$ cat config.mk
export PLATFORM = sky130hd
export DESIGN_NAME = cfu_job_master
export DESIGN_NICKNAME = d
export VERILOG_FILES = /design/src/rtl/cfu_job_master.sv
export SDC_FILE = /design/constraint.sdc
export NUM_CORES = 1
export LEC_CHECK = 0
export ABC_AREA = 1
export BUFFER_PORTS_ARGS = -buffer_cell sky130_fd_sc_hd__buf_2
export CORE_AREA = 2 2 167 169
export CTS_CLUSTER_DIAMETER = 60
export DETAILED_ROUTE_END_ITERATION = 16
export DIE_AREA = 0 0 169 171
export PLACE_DENSITY = 0.8
export SETUP_SLACK_MARGIN = 0.2
export SYNTH_ARGS = -nofsm -noshare
export SYNTH_HDL_FRONTEND = slang
export SYNTH_SLANG_ARGS = --single-unit
$ cat constraint.sdc
create_clock -name clk -period 5.3 [get_ports clk]
set_input_delay 1.06 -clock clk [delete_from_list [all_inputs] [get_ports clk]]
set_output_delay 1.06 -clock clk [all_outputs]
set_load 0.01 [all_outputs]
$ cat src/rtl/cfu_job_master.sv
// Hardware job initiator for the matrix CFU: streams A/B words from a source
// memory, issues go, then drains C rows (four words each) into a destination memory.
module cfu_job_master #(
    parameter int ADDR_BITS = 16
) (
    input  logic                 clk,
    input  logic                 reset,
    input  logic                 start,
    input  logic [ADDR_BITS-1:0] a_base,
    input  logic [ADDR_BITS-1:0] b_base,
    input  logic [ADDR_BITS-1:0] a_words,
    input  logic [ADDR_BITS-1:0] b_words,
    input  logic [ADDR_BITS-1:0] c_rows,
    input  logic [31:0]          kmn_word,
    input  logic [31:0]          input_offset,
    output logic                 busy,
    output logic                 done,
    output logic                 src_rd_en,
    output logic [ADDR_BITS-1:0] src_addr,
    input  logic [31:0]          src_data,
    output logic                 dst_wr_en,
    output logic [ADDR_BITS-1:0] dst_addr,
    output logic [31:0]          dst_data,
    output logic                 cmd_valid,
    input  logic                 cmd_ready,
    output logic [9:0]           cmd_payload_function_id,
    output logic [31:0]          cmd_payload_inputs_0,
    output logic [31:0]          cmd_payload_inputs_1,
    input  logic                 rsp_valid,
    output logic                 rsp_ready,
    input  logic [31:0]          rsp_payload_outputs_0
);

    typedef enum logic [2:0] {
        IDLE, FETCH, LATCH, ISSUE, WAIT, NEXT, DONE
    } state_t;

    typedef enum logic [1:0] {
        PH_A, PH_B, PH_GO, PH_C
    } phase_t;

    localparam logic [9:0] FN_WRITE_A = 10'h000;
    localparam logic [9:0] FN_WRITE_B = 10'h008;
    localparam logic [9:0] FN_READ_C  = 10'h010;
    localparam logic [9:0] FN_GO      = 10'h018;

    state_t state, state_n;
    phase_t phase, phase_n;

    logic [ADDR_BITS-1:0] i, i_n, r, r_n;
    logic [1:0]           o, o_n;
    logic [31:0]          in0, in0_n, in1, in1_n;
    logic [9:0]           fid, fid_n;

    logic [ADDR_BITS-1:0] a_base_q, b_base_q, a_words_q, b_words_q, c_rows_q;
    logic [31:0]          kmn_q, off_q;

    logic [ADDR_BITS-1:0] i_inc, r_inc;
    logic [1:0]           o_inc;
    logic                 rsp_take;

    always_ff @(posedge clk) begin
        if (reset) begin
            state <= IDLE;
        end else begin
            state <= state_n;
        end
    end

    always_ff @(posedge clk) begin
        if (reset) begin
            phase <= PH_A;
            i     <= '0;
            o     <= '0;
            r     <= '0;
            in0   <= '0;
            in1   <= '0;
            fid   <= '0;
        end else begin
            phase <= phase_n;
            i     <= i_n;
            o     <= o_n;
            r     <= r_n;
            in0   <= in0_n;
            in1   <= in1_n;
            fid   <= fid_n;
        end
    end

    // Job parameters are captured once so later changes on the ports are ignored.
    always_ff @(posedge clk) begin
        if (reset) begin
            a_base_q  <= '0;
            b_base_q  <= '0;
            a_words_q <= '0;
            b_words_q <= '0;
            c_rows_q  <= '0;
            kmn_q     <= '0;
            off_q     <= '0;
        end else if (state == IDLE && start) begin
            a_base_q  <= a_base;
            b_base_q  <= b_base;
            a_words_q <= a_words;
            b_words_q <= b_words;
            c_rows_q  <= c_rows;
            kmn_q     <= kmn_word;
            off_q     <= input_offset;
        end
    end

    always_comb begin
        state_n = state;
        phase_n = phase;
        i_n     = i;
        o_n     = o;
        r_n     = r;
        in0_n   = in0;
        in1_n   = in1;
        fid_n   = fid;

        i_inc   = i + ADDR_BITS'(1);
        r_inc   = r + ADDR_BITS'(1);
        o_inc   = o + 2'd1;

        case (state)
            IDLE: begin
                if (start) begin
                    i_n = '0;
                    o_n = '0;
                    r_n = '0;
                    if (a_words != '0) begin
                        phase_n = PH_A;
                        state_n = FETCH;
                    end else if (b_words != '0) begin
                        phase_n = PH_B;
                        state_n = FETCH;
                    end else begin
                        phase_n = PH_GO;
                        state_n = ISSUE;
                        in0_n   = kmn_word;
                        in1_n   = input_offset;
                        fid_n   = FN_GO;
                    end
                end
            end
            FETCH: state_n = LATCH;
            LATCH: begin
                in0_n   = src_data;
                in1_n   = 32'(i);
                fid_n   = (phase == PH_B) ? FN_WRITE_B : FN_WRITE_A;
                state_n = ISSUE;
            end
            ISSUE: begin
                if (cmd_ready) begin
                    state_n = rsp_valid ? NEXT : WAIT;
                end
            end
            WAIT: begin
                if (rsp_valid) begin
                    state_n = NEXT;
                end
            end
            NEXT: begin
                case (phase)
                    PH_A: begin
                        if (i_inc == a_words_q) begin
                            i_n = '0;
                            if (b_words_q != '0) begin
                                phase_n = PH_B;
                                state_n = FETCH;
                            end else begin
                                phase_n = PH_GO;
                                state_n = ISSUE;
                                in0_n   = kmn_q;
                                in1_n   = off_q;
                                fid_n   = FN_GO;
                            end
                        end else begin
                            i_n     = i_inc;
                            state_n = FETCH;
                        end
                    end
                    PH_B: begin
                        if (i_inc == b_words_q) begin
                            i_n     = '0;
                            phase_n = PH_GO;
                            state_n = ISSUE;
                            in0_n   = kmn_q;
                            in1_n   = off_q;
                            fid_n   = FN_GO;
                        end else begin
                            i_n     = i_inc;
                            state_n = FETCH;
                        end
                    end
                    PH_GO: begin
                        if (c_rows_q != '0) begin
                            phase_n = PH_C;
                            o_n     = '0;
                            r_n     = '0;
                            state_n = ISSUE;
                            in0_n   = '0;
                            in1_n   = '0;
                            fid_n   = FN_READ_C;
                        end else begin
                            state_n = DONE;
                        end
                    end
                    default: begin
                        // C words run o=0..3 within a row before stepping r.
                        if (o == 2'd3) begin
                            o_n = '0;
                            if (r_inc == c_rows_q) begin
                                state_n = DONE;
                            end else begin
                                r_n     = r_inc;
                                state_n = ISSUE;
                                in0_n   = '0;
                                in1_n   = 32'(r_inc);
                                fid_n   = FN_READ_C;
                            end
                        end else begin
                            o_n     = o_inc;
                            state_n = ISSUE;
                            in0_n   = 32'(o_inc);
                            in1_n   = 32'(r);
                            fid_n   = FN_READ_C;
                        end
                    end
                endcase
            end
            DONE: state_n = IDLE;
            default: state_n = IDLE;
        endcase
    end

    always_comb begin
        rsp_take  = (state == ISSUE && cmd_ready && rsp_valid) || (state == WAIT && rsp_valid);

        busy      = (state != IDLE) && (state != DONE);
        done      = (state == DONE);
        src_rd_en = (state == FETCH);
        src_addr  = '0;
        if (state == FETCH) begin
            src_addr = ((phase == PH_B) ? b_base_q : a_base_q) + i;
        end

        cmd_valid               = (state == ISSUE);
        cmd_payload_function_id = fid;
        cmd_payload_inputs_0    = in0;
        cmd_payload_inputs_1    = in1;
        rsp_ready               = (state == ISSUE) || (state == WAIT);

        dst_wr_en = rsp_take && (phase == PH_C);
        dst_addr  = '0;
        dst_data  = '0;
        if (dst_wr_en) begin
            dst_addr = (r << 2) + ADDR_BITS'(o);
            dst_data = rsp_payload_outputs_0;
        end
    end

endmodule

# Yosys cells after proc, flatten, opt, wreduce, memory -nomap -nowiden

Index checks and enable logic that the tools add are counted.

Register bits: 257
Input bits: 213
Output and inout port bits: 144
Word-level logic and storage cells: 148

$add $sub $neg: 5
Equality and inequality tests: 29
Muxes and demuxes: 75
Reduce and logical (&&, ||, !) cells: 24

Operators with widths:

| kind                    | count |
|---|---|
| $mux W32                | 18 |
| $pmux W32 S3            | 4 |
| $mux W16                | 9 |
| $pmux W16 S2            | 4 |
| $mux W10                | 9 |
| $reduce_bool A16 Y1     | 4 |
| $pmux W10 S3            | 2 |
| $eq A16 B16 Y1          | 3 |
| $add A16 B1 Y16 const B | 2 |
| $mux W2                 | 14 |
| $ne A3 B3 Y1 const B    | 8 |
| $mux W3                 | 7 |
| $pmux W3 S6             | 1 |
| $add A16 B16 Y16        | 1 |
| $add A16 B2 Y16         | 1 |
| $pmux W2 S2             | 3 |
| $reduce_and A6 Y1       | 2 |
| $ne A2 B2 Y1 const B    | 5 |
| $eq A3 B3 Y1 const B    | 3 |
| $pmux W3 S3             | 1 |
| $reduce_and A9 Y1       | 1 |
| $eq A2 B2 Y1 const B    | 3 |
| $eq A3 B2 Y1 const B    | 2 |
| $logic_and A1 B1 Y1     | 6 |
| 17 further kinds        | 20 |

# Longest topological paths before layout

Word-level depth: 6
Gate-level depth with buffers: 20
Gate-level depth less buffers: 19

# Least setup slack after synthesis

OpenSTA, ideal clock, no wires.

Path type: register to output
Start point: reg phase[1]
End point: out src_addr[12]
Arrival time: 3247 ps
Required time: 4240 ps
Path slack: 993 ps
Cell stages (with the launch flop): 21
Path buffers: 2
Path through: dfxtp_1 -> inv_1 -> ha_1 -> clkbuf_1 -> clkbuf_1 -> nand2_1 -> o21ai_0 -> ha_1 -> inv_1 -> fa_1 -> nor2_1 -> o21ai_0 -> nand2_1 -> nand2_1 -> a22oi_1 -> a21boi_0 -> o21ai_0 -> a21boi_0 -> or2_2 -> nand2_1 -> nor2_1

Word-level cells in the longest chain between the ends: 4

Ends and longest elaborated chain:

| item                   | line | text |
|---|---|---|
| from (decl)            | 48   | `phase_t phase, phase_n;` |
| from (signal assigned) | 80   | `phase <= phase_n;` |
| $eq A2 B1 Y1           | 245  | `src_addr = ((phase == PH_B) ? b_base_q : a_base_q) + i;` |
| $mux W16               | 245  |  |
| $add A16 B16 Y16       | 245  |  |
| $mux W16               | 244  | `if (state == FETCH) begin` |
| to (decl)              | 19   | `output logic [ADDR_BITS-1:0] src_addr,` |

Every way passes these cells.

# Worst setup path after layout

Same ends and word-level chain as after synthesis.

==> key figures <==
Power
  • Comb pwr share: roughly 25%
  • Clk pwr share: 35.9%
  • Static Leak: 8.23 nW
  • VDD IR-drop max: 0.340 mV
  • Psw: between 0.0015 and 0.002 W
  • Pwr dens: roughly 330 mW/mm²
  • Sw Ratio: between 30% and 40%
  • Internal power: 0.00381 W
  • Flop pwr share: 39.3%

Final layout
  • Filler instances: 2583
  • FF+latch area: about 0.0050 mm²
  • Layout Nets: 2805
  • Highest-count cells in the layout ignoring fill and taps: 579 x nand2_1, 347 x buf_2, 282 x nor2_1
  • Footprint of the multi-input gates: around 0.008 mm²
  • Area growth syn-to-layout: 19.2%
  • Share of cells above drive strength 1: 17.2%
  • Most common cell after layout, fill and taps aside: nand2_1
  • Final Util: 62.6%

Synthesis
  • Async SR Flop Fraction: 0%
  • Number of flops mapped to enable cells by yosys: 0
  • Synth warn: 0
  • Cell Area, Synth: 0.0144 mm²
  • Avg Cell Area, Syn: roughly 6.2 µm²
  • Seq/Total Area, Yosys: 34.7%
  • Synthesis-stage register bit count: between 200 and 250
  • Ys flop type: dfxtp_1
  • Mapped Cells: 2300
  • Yosys cell types: 43

Detailed routing
  • DR WL/cell: 17.2 µm
  • DR pass1 iterations: 8
  • 1st-iter DRT viols: approximately 1400
  • Antenna Violating Nets Remaining: 0
  • Total number of vias: 16200
  • Vias per cell: 5.51
  • DRT Wirelength: approximately 50000 µm
  • # DRC: 0

Critical path
  • Reg2reg path depth: 15
  • CP startpoint kind: register
  • CP required: 4240 ps
  • Slowest Stage Delay on Critical Path: 380 ps
  • Crit Path Max Fanout: 12
  • Critical Path Sink Type: output pin
  • CP bufs+invs: 3
  • Data arrival time of the worst path: between 3000 and 4000 ps
  • Critical path class: register to output pin
  • WP depth: 18
  • Slowest CP cell: fa_1
  • Delay-heaviest family, CP: compound AO/OA/AOI/OAI gates
  • Most Frequent Cell on Critical Path: nand2_1
  • Critical-path cell list: inv_1 -> ha_2 -> o21ai_0 -> ha_1 -> inv_1 -> fa_1 -> nor2_1 -> o21ai_0 -> nand2_1 -> nand2_1 -> a22oi_2 -> a21boi_1 -> o21ai_1 -> a21boi_0 -> or2_2 -> nand2_1 -> nor2_1 -> buf_2

Floorplan
  • Core area: 0.0273 mm²
  • Area of the die: 0.0289 mm²
  • Die Y: between 150 and 200 µm
  • Initial Util: a little over half
  • # rows: 61
  • Top-level port count: about 360
  • Die Width: about 170 µm

Timing
  • Setup_tns: 0 ps
  • Clock skew: just over 20 ps
  • Setup violators final: 0
  • RSZ-0062 raised after global routing: false
  • Max Freq: ~210 MHz
  • Slew HR: a little over a quarter
  • Min Clock Period, post-route: between 4000 and 5000 ps
  • Tcrit/Tclk final: 89.5%
  • Measured slew at the worst slew-check pin: 1110 ps
  • Hold Violations, Final: 0
  • Max Slew Vio Count: 0

Hold path
  • Worst Hold Depth: 2
  • Hold Crit Class: register to register

Place
  • RePlAce Congestion: slightly below 1
  • Number of port buffers: between 300 and 400
  • Hpwl dp: between 30000 and 40000 µm

Run status
  • Outcome: complete, no violations

Clock tree
  • CTS Sinks: about 250
  • Worst-Skew Late Latency: approximately 560 ps
  • CTS tree: yes
  • Cts bufs inserted: 29
  • Clk buf depth: 3
  • Root Driver: clkbuf_16
  • Clk slew on worst S/H paths: 60 ps
  • H-tree depth: 1

GRT
  • Antenna violations before repair: 6
  • Global Route Usage Sum: between 30% and 40%
  • First-pass GRT wire length: 77500 µm
  • GRT overflow: 0
  • Number of global-route vias before repair: 14400
  • Largest net degree at the start of global routing: around 220

Job
  • Max Cap Violations: 0
flip-flops by register name, summed over array words and instances (netlist names), 16 cells and up:
name                  count
b_base_q                 16
r                        16
i                        16
cmd_payload_inputs_0     32
kmn_q                    32
a_words_q                16
c_rows_q                 16
b_words_q                16
a_base_q                 16
off_q                    32
cmd_payload_inputs_1     32
synthesized netlist by cell type, types with 4 or more instances:
cell type  instances  area, µm²
a21oi_1          221       1110
buf_6              6       67.6
o21ai_0          155        776
nor2_1           284       1070
a211oi_1           5       37.5
nor2_2             7       43.8
nor3_1             7       35.0
nor4_1            10       62.6
ha_1              23        288
nand3b_1           8       60.1
inv_1            258        968
nand2_1          580       2180
xor2_1            11       96.3
nand3_1          238       1190
clkbuf_1         102        383
a32o_1            16        160
nor2_4             7       78.8
nand4_1           27        169
dfxtp_1          249       4980
o211ai_1          18        135
buf_1              6       22.5
buf_4             14        105
xnor2_1            4       35.0
buf_2             11       55.1
metrics by stage:
stage	power, W	cell area (µm²)	setup slack, ps	hold WS, ps	cells
5_1_grt	0.00599	17100	217	463	2939
3_5_place_dp	0.00367	16100	724	442	2882
3_3_place_gp	0.00363	16100	858	431	2882
4_1_cts	0.00569	17100	213	449	2934
6_report	0.00570	17100	557	447	2939
2_1_floorplan	0.00320	14400	993	424	2307
cell families after synthesis:
family,Yosys count,share of synthesized area (%)
simple gates,1181,34.7
compound gates,426,16.0
fa+ha+maj,24,2.14
xor+xnor,16,1.07
buf+inv,403,11.3
flops,249,34.7
other cells,1,0.0261
repair_timing:
action                                  4_1_cts  5_1_grt
pin swaps                                     0        1
cloned                                        0        0
hold buffers                                  0        0
endpoints found under the setup margin        1        2
resized for setup                             1        4
setup buffers                                 0        1
worst paths after layout:
kind	from	to	slack [ps]
max reg2reg	i[0]$_SDFFE_PP0P_	cmd_payload_inputs_0[25]$_SDFFE_PP0P_	1460
min reg2reg	off_q[12]$_SDFFE_PP0P_	off_q[12]$_SDFFE_PP0P_	450
min	off_q[12]$_SDFFE_PP0P_	off_q[12]$_SDFFE_PP0P_	450
max	phase[1]$_SDFFE_PP0P_	src_addr[12]	560
metal layers:
layer	part of all wire [%]	up-vias	track usage [%]
li1	-	7945	-
met4	2.9	4	10.5
met3	9.3	97	6.08
met1	43	7387	45.6
met5	0.050	-	0
met2	45	756	53.2
worst reg2reg max path, cell delays in order (launching register included):
cell and delay, ps:
dfxtp_1 540, ha_1 330, nand3_1 150, nor2_1 290, nand4_1 170, nand2_1 270, xor2_1 240, nand2_1 80
nor2_1 90, nand3_1 170, nand2_1 200, nand4_4 450, buf_4 510, nand2_1 140, nand2_1 50, nor2_1 100
cell type report:
class / count / area share [%]
antenna: 4 / 0.0585
clock buffer: 42 / 4.82
clock inverter: 10 / 0.775
inverter: 264 / 5.81
multi-input combinational: 1655 / 45.7
sequential: 249 / 29.1
tap: 346 / 2.53
timing repair buffer: 369 / 11.2
power by group through the flow:
stage                     Combinational [W]  Clock, W  Sequential, W
after floorplan                    0.000914         0        0.00229
after global placement              0.00136         0        0.00227
after detailed placement            0.00139         0        0.00227
after CTS                           0.00140   0.00205        0.00224
after global routing                0.00159   0.00213        0.00226
final                               0.00141   0.00204        0.00224
(Power assumes the default switching activity.)
